File: config.mk
export PLATFORM = sky130hd
export DESIGN_NAME = weight_mem_arb
export DESIGN_NICKNAME = d
export VERILOG_FILES = /design/src/rtl/weight_mem_arb.sv
export SDC_FILE = /design/constraint.sdc
export NUM_CORES = 1
export LEC_CHECK = 0
export ABC_AREA = 0
export BUFFER_PORTS_ARGS = -buffer_cell sky130_fd_sc_hd__buf_2
export CAP_MARGIN = 40
export CORE_AREA = 2 2 612 614
export DETAILED_ROUTE_END_ITERATION = 6
export DIE_AREA = 0 0 614 616
export HOLD_SLACK_MARGIN = 0.12
export MAX_ROUTING_LAYER = met4
export PLACE_DENSITY = 0.3
export SYNTH_ARGS = -nofsm -noshare
export SYNTH_HDL_FRONTEND = slang
export SYNTH_SLANG_ARGS = --single-unit
File: constraint.sdc
create_clock -name clk -period 4.9 [get_ports clk]
set_input_delay 0.49 -clock clk [delete_from_list [all_inputs] [get_ports clk]]
set_output_delay 0.49 -clock clk [all_outputs]
set_load 0.02 [all_outputs]
File: src/rtl/weight_mem_arb.sv
// weight_mem_arb: round-robin share of one weight-memory read port between two line loaders
//   clk, rst_n          clock, async active-low reset
//   restart[1:0]        rewind requester line counter to its base, cancel its pending/in-flight line
//   req_mem[1:0]        one-cycle line request per requester
//   mem_ready[1:0]      one-cycle pulse: line for that requester is on mem_data0/mem_data1
//   mem_data0/1         delivered line per requester, held until its next delivery
//   rd_req, rd_addr     memory read strobe and line address
//   rd_valid, rd_data   memory response strobe and line
//   err[1:0]            sticky per-requester protocol error
module weight_mem_arb #(
    parameter int WORDS  = 32,
    parameter int ADDR_W = 12,
    parameter int BASE0  = 0,
    parameter int LINES0 = 246,
    parameter int BASE1  = 256,
    parameter int LINES1 = 512
) (
    input  logic                  clk,
    input  logic                  rst_n,
    input  logic [1:0]            restart,
    input  logic [1:0]            req_mem,
    output logic [1:0]            mem_ready,
    output logic [WORDS*16-1:0]   mem_data0,
    output logic [WORDS*16-1:0]   mem_data1,
    output logic                  rd_req,
    output logic [ADDR_W-1:0]     rd_addr,
    input  logic                  rd_valid,
    input  logic [WORDS*16-1:0]   rd_data,
    output logic [1:0]            err
);
    typedef enum logic [1:0] {IDLE, ISSUE, WAIT, DELIVER} state_t;
    localparam logic [ADDR_W-1:0] B0 = ADDR_W'(BASE0);
    localparam logic [ADDR_W-1:0] E0 = ADDR_W'(BASE0 + LINES0 - 1);
    localparam logic [ADDR_W-1:0] B1 = ADDR_W'(BASE1);
    localparam logic [ADDR_W-1:0] E1 = ADDR_W'(BASE1 + LINES1 - 1);
    state_t            state, state_nx;
    logic [ADDR_W-1:0] cnt0, cnt1;
    logic [1:0]        pend, gmask, busy, iss, req_bad, req_ok;
    logic              ptr, g, drop, cancel, load;
    always_comb begin
        gmask   = g ? 2'b10 : 2'b01;
        busy    = (state != IDLE) ? gmask : 2'b00;
        iss     = (state == ISSUE) ? gmask : 2'b00;
        // a restart in the same cycle wipes the old request first, so the new one is legal
        req_bad = req_mem & (pend | busy) & ~restart;
        req_ok  = req_mem & ~req_bad;
        // the in-flight line is discarded once its requester has restarted
        cancel  = drop || (|(restart & gmask));
        load    = (state == WAIT) && rd_valid && !cancel;
        rd_req  = (state == ISSUE);
        rd_addr = rd_req ? (g ? cnt1 : cnt0) : '0;
        state_nx = state;
        case (state)
            IDLE:    state_nx = (|pend) ? ISSUE : IDLE;
            ISSUE:   state_nx = WAIT;
            WAIT:    state_nx = rd_valid ? DELIVER : WAIT;
            DELIVER: state_nx = IDLE;
        endcase
    end
    always_ff @(posedge clk or negedge rst_n) begin
        if (!rst_n) begin
            state     <= IDLE;
            cnt0      <= B0;
            cnt1      <= B1;
            pend      <= '0;
            ptr       <= 1'b0;
            g         <= 1'b0;
            drop      <= 1'b0;
            err       <= '0;
            mem_ready <= '0;
            mem_data0 <= '0;
            mem_data1 <= '0;
        end else begin
            state <= state_nx;
            pend  <= (pend & ~iss & ~restart) | req_ok;
            err   <= err | req_bad;
            cnt0  <= restart[0] ? B0 : iss[0] ? ((cnt0 == E0) ? B0 : cnt0 + 1'b1) : cnt0;
            cnt1  <= restart[1] ? B1 : iss[1] ? ((cnt1 == E1) ? B1 : cnt1 + 1'b1) : cnt1;
            // pend[ptr] wins ties, otherwise the other requester must be the pending one
            if (state == IDLE && |pend)
                g <= pend[ptr] ? ptr : ~ptr;
            if (state == ISSUE)
                ptr <= ~g;
            drop <= (state == DELIVER) ? 1'b0 : (drop || (|(restart & busy)));
            if (load && !g)
                mem_data0 <= rd_data;
            if (load && g)
                mem_data1 <= rd_data;
            // ready follows the data register by one cycle
            mem_ready <= (state == DELIVER && !cancel) ? gmask : 2'b00;
        end
    end
endmodule

# Word level (Yosys, flattened, before mapping)
# Cells that the tools add are included.
# Widths: inputs -> output; s select.
[classes]
addsub = 2
n_mul = 0
div = 0
n_lt_le_gt_ge = 1
eq_ne = 5
shifts = 0
muxes = 19
n_bitwise = 15
reduce_logical = 17
[op_table]
columns = ["operator", "n"]
rows = [
  ["$mux 12", 8],
  ["$add 12x1->12 const B", 2],
  ["$and 2x2->2", 7],
  ["$eq 12x10->1 const B", 1],
  ["$eq 12x8->1 const B", 1],
  ["$mux 2", 4],
  ["$pmux 2 s4", 1],
  ["$logic_and 1x1->1", 6],
  ["$mux 1", 6],
  ["$not 2->2", 3],
  ["$or 2x2->2", 3],
  ["$reduce_bool 2->1", 3],
  ["$reduce_or 2->1", 3],
  ["$eq 2x2->1 const B", 2],
  ["$eq 2x1->1 const B", 1],
  ["$logic_not 1->1", 2],
  ["$logic_not 2->1", 1],
  ["$logic_or 1x1->1", 2],
  ["$lt 1x2->1 const B", 1],
  ["$not 1->1", 2],
]
[word_totals]
ff_bits = 1059
latchBits = 0
mem_bits_rw = 0
romBits = 0
input_bits = 519
out_inout_bits = 1041
elab_cells = 70
mem_count = 0

# Depth between registers and ports, before layout
[depth]
depth_word = 8
ltp_mapped = 7

# Worst setup path before layout
# No wires, ideal clock.
[synth_timing]
path_type = "register to output"
from = "register state[1]"
to = "output rd_addr[10]"
arrival_time_ns = 1.671
required_ns = 4.410
slack_ns = 2.739
path_stages_with_launch = 6
path_buffers = 2
cell_sequence = "dfrtp_1 inv_1 ha_1 clkbuf_1 clkbuf_1 nor2b_1"
[synth_between]
elab_chain_cells = 2
[synth_lines]
columns = ["element", "line_no", "source"]
rows = [
  ["start, declared", "36", "state_t state, state_nx;"],
  ["start signal, assigned", "74", "state <= state_nx;"],
  ["$eq 2x1->1", "50", "rd_req = (state == ISSUE);"],
  ["named net rd_req", "25", "output logic rd_req,"],
  ["$mux 12", "51", "rd_addr = rd_req ? (g ? cnt1 : cnt0) : '0;"],
  ["end, declared", "26", "output logic [ADDR_W-1:0] rd_addr,"],
]
# The timed path passes the listed nets, and every way through them passes these cells.

# Final worst setup path
[layout_timing]
from = "register g"
to = "register mem_data0[251]"
[layout_between]
elab_chain_cells = 7
[layout_lines]
columns = ["element", "line_no", "source"]
rows = [
  ["start, declared", "39", "logic ptr, g, drop, cancel, load;"],
  ["start signal, assigned", "81", "g <= pend[ptr] ? ptr : ~ptr;"],
  ["$mux 2", "41", "gmask = g ? 2'b10 : 2'b01;"],
  ["$and 2x2->2", "48", "cancel = drop || (|(restart & gmask));"],
  ["$reduce_or 2->1", "48", ""],
  ["$logic_or 1x1->1", "48", ""],
  ["$logic_not 1->1", "49", "load = (state == WAIT) && rd_valid && !cancel;"],
  ["$logic_and 1x1->1", "49", ""],
  ["$logic_and 1x1->1 (*)", "85", "if (load && !g)"],
  ["end signal, assigned", "86", "mem_data0 <= rd_data;"],
  ["end, declared", "23", "output logic [WORDS*16-1:0] mem_data0,"],
]
# Mark *: on every way between the ends. The rest lies on a longest branch, timed or not.
# A chain may end at the register's enable or synchronous reset.

==> insert_results.sql <==
INSERT INTO impl_metrics (metric_group, metric, value, unit) VALUES
('clock_tree', 'clock_transition_at_path_regs', '0.06', 'ns'),
('min_path', 'min_path_type', 'input port to asynchronous set/reset pin', ''),
('clock_tree', 'cts_resized', '0', ''),
('grt', 'first_pass_grt_wire_length', '318000', 'um'),
('worst_setup_path', 'worst_path_required_time', '5.59', 'ns'),
('synth', 'mappedNetlistArea', '39800', 'um2'),
('sta', 'fin_crit', '2.82', 'ns'),
('placement', 'placedInstanceArea', '53900', 'um2'),
('floorplan', 'core.rowCount', '224', ''),
('layout', 'finish.instance_area', '63900', 'um2'),
('synth', 'share_of_the_yosys_chip_area_belonging_to_registers', '66.6', '%'),
('synth', 'post_synth_inst_count', '2388', ''),
('floorplan', 'fp.dieH', '616', 'um'),
('sta', 'worst_slew_pin_slew', '1.03', 'ns'),
('worst_setup_path', 'timing.critical_path.to_type', 'flop', ''),
('floorplan', 'die_width', '614', 'um'),
('synth', 'dominantRegCellSynth', 'dfrtp_1', ''),
('synth', 'synth_cell_types', '41', ''),
('synth', 'synth.largest_area_cell', 'dfrtp_1', ''),
('grt', 'groute.usage.overall', '12.9', '%'),
('grt', 'grt_pass1_vias', '32000', ''),
('sta', 'finalCritPeriodShare', '57.6', '%'),
('power', 'leakage', '29.9', 'nW'),
('synth', 'asyncSetResetFlopFracSynth', '100', '%'),
('routing', 'route.final.wire_length', '245000', 'um'),
('routing', 'drt_first_iter_violations', '1312', ''),
('routing', 'drt_first_pass_iters', '5', ''),
('grt', 'grt_max_degree', '137', ''),
('clock_tree', 'tritoncts', 'built', ''),
('synth', 'synth_nets', '2914', ''),
('routing', 'detail_route.drc_violations', '0', ''),
('clock_tree', 'cts_made_buffers', '146', ''),
('placement', 'hpwlAfterDp', '203000', 'um'),
('floorplan', 'floorplan.core_area', '371000', 'um2'),
('clock_tree', 'clock_sinks', '1059', ''),
('clock_tree', 'cts.path.max_buffers', '4', ''),
('clock_tree', 'cts-root-buf', 'clkbuf_16', ''),
('layout', 'utilization_of_the_core_after_routing', '17.2', '%'),
('sta', 'slew_headroom', '31.2', '%'),
('sta', 'slew_violations', '0', ''),
('clock_tree', 'cts.htree.levels', '4', ''),
('worst_setup_path', 'critical_path_class', 'flop to flop', ''),
('sta', 'finalSetupViolCount', '0', ''),
('routing', 'wire_per_inst', '25.3', 'um'),
('floorplan', 'die_area', '378000', 'um2'),
('power', 'p_per_cell_area', '656', 'nW/um2'),
('sta', 'finalHoldViolations', '0', ''),
('sta', 'finalClockSkew', '0.0397', 'ns'),
('synth', 'seq_cells_post_synth', '1059', ''),
('sta', 'max_clk_rate', '354', 'MHz'),
('placement', 'io_buffer_count', '1559', ''),
('layout', 'proportion_of_layout_cells_with_a_drive_suffix_above_1', '61.3', '%'),
('worst_setup_path', 'rr_startpoint', 'g', ''),
('synth', 'synth_largest_type_area_fraction', '66.5', '%'),
('placement', 'gp_routability_congestion', '0.837', ''),
('synth', 'edff_count_synth', '0', ''),
('run', 'max_cap_viol_count', '0', ''),
('routing', 'detailroute.via_count', '30200', ''),
('layout', 'nets', '5071', ''),
('layout', 'area_growth_syn_to_layout', '60.7', '%'),
('grt', 'antenna_found_initial', '172', ''),
('worst_setup_path', 'worst_ep_arrival_time', '3.51', 'ns'),
('power', 'power', '42.0', 'mW'),
('worst_setup_path', 'critical_path_peak_fanout', '109', ''),
('sta', 'rsz0062_at_grt', 'false', ''),
('grt', 'overflow', '0', ''),
('floorplan', 'boundaryPins', '1560', ''),
('clock_tree', 'clock_insertion_delay_worst_skew', '0.80', 'ns'),
('worst_setup_path', 'worst_setup_path_start_kind', 'flop', ''),
('floorplan', 'initial_core_util', '10.7', '%'),
('run_status', 'outcome', 'completed', ''),
('routing', 'detail-route-antenna-nets', '0', ''),
('worst_setup_path', 'critical_path.startpoint', 'g', ''),
('synth', 'cell_types_occupying_the_most_area_after_synthesis', 'dfrtp_1 67%, mux2_2 29%, buf_2 1.4%, mux2i_1 0.35%, ha_1 0.22%', ''),
('routing', 'vias_per_instance', '3.12', ''),
('sta', 'fin_setup_tns', '0', 'ns'),
('synth', 'syn_avg_cell_area', '16.7', 'um2'),
('power', 'vdd_drop_max', '0.271', 'mV'),
('synth', 'warnings_synthesis', '0', '');
[final timing paths]
check | to | slack, ns | cells after the start
max | mem_data0[251] | 2.08 | 5
min | mem_data0[390] | 0.26 | 2
max reg2reg | mem_data0[251] | 2.08 | 5
min reg2reg | err[0] | 0.48 | 1
max in group asynchronous | mem_data0[480] | 3.21 | 3
min in group clk | mem_data0[110] | 0.47 | 3
[stage by stage]
step                hold slack (ns)  setup slack (ns)  cells
floorplan                     0.194              2.74   2388
global placement              0.463              1.97   8849
detailed placement            0.456              2.01   8850
CTS                           0.124              2.08   9621
global route                  0.240              1.96   9664
finish                        0.263              2.08   9683
[area by class of cell]
type                            instances  area, um2
Antenna cell                           61        153
Clock buffer                          221       4270
Clock inverter                         32        450
Fill cell                           41100     307000
Inverter                                9       33.8
Multi-Input combinational cell       1199      12700
Sequential cell                      1059      26500
Tap cell                             4972       6220
Timing Repair Buffer                 2130      13600
[cells in the final DEF, fill, tap and decap left out, types with 6 or more instances in the layout]
cell,n
a21oi_1,12
buf_12,19
buf_2,1558
buf_4,32
bufinv_16,8
clkbuf_1,45
clkbuf_16,149
clkbuf_8,27
clkinv_2,11
dfrtp_1,1058
diode_2,61
dlygate4sd3_1,519
ha_1,7
inv_1,9
mux2_2,1024
mux2i_1,14
nand2_1,23
nand3_1,7
nand4_1,8
nor2_1,20
nor2b_1,13
nor3_1,6
o21ai_0,13
xnor2_1,8
xor2_1,6
[registers in the layout, summed over array words and instances (netlist names), 2 cells and up]
register / cells
mem_data0: 512
mem_data1: 512
cnt0: 12
cnt1: 12
err: 2
mem_ready: 2
pend: 2
state: 2
[report_power, final]
group	switching [mW]	internal [mW]
clock	4.29	6.44
combinational	10.4	6.14
sequential	2.05	12.6
total	16.8	25.2
[critical path, stage by stage, from the launching register on]
cell and delay [ns]:
dfrtp_1 0.39, buf_4 0.27, nor4_4 0.49, buf_12 0.27
buf_12 0.40, mux2_2 0.43
[per-layer routing]
metal / vias to the layer above / GRT usage [%] / share of wire, %
met2: 1272 / 23.2 / 52
met4: 0 / 2.57 / 2.2
li1: 12900 / - / -
met1: 15700 / 14.0 / 38
met5: - / - / 0
met3: 356 / 3.58 / 7.1
[cell usage after synthesis (7+ instances only)]
cell type and n:
o21ai_0 13, mux2_2 1024, mux2i_1 14, nor2_1 20, ha_1 7, nand3_1 7, inv_1 9, xnor2_1 8
a21oi_1 12, nor2b_1 13, nand4_1 8, nand2_1 23, clkbuf_1 11, buf_2 110, dfrtp_1 1058
[cells by family (layout without fill, tap and decap cells)]
kind of cell	Yosys count	after routing	share of synthesized area, %
other	0	61	0
flip-flops	1059	1059	66.6
XOR/XNOR	14	14	0.308
multiplexers	1038	1038	29.3
buffers and inverters	130	2392	1.57
adder cells (fa/ha/maj)	7	7	0.220
AO/OA/AOI/OAI	40	40	0.607
AND/OR/NAND/NOR	100	100	1.35
[what timing repair did]
item                                    CTS  global route
hold buffers                            518             1
buffers inserted                          0             0
endpoints found under the hold margin  1063             1
No activity file was read; power rests on OpenSTA's default activity.
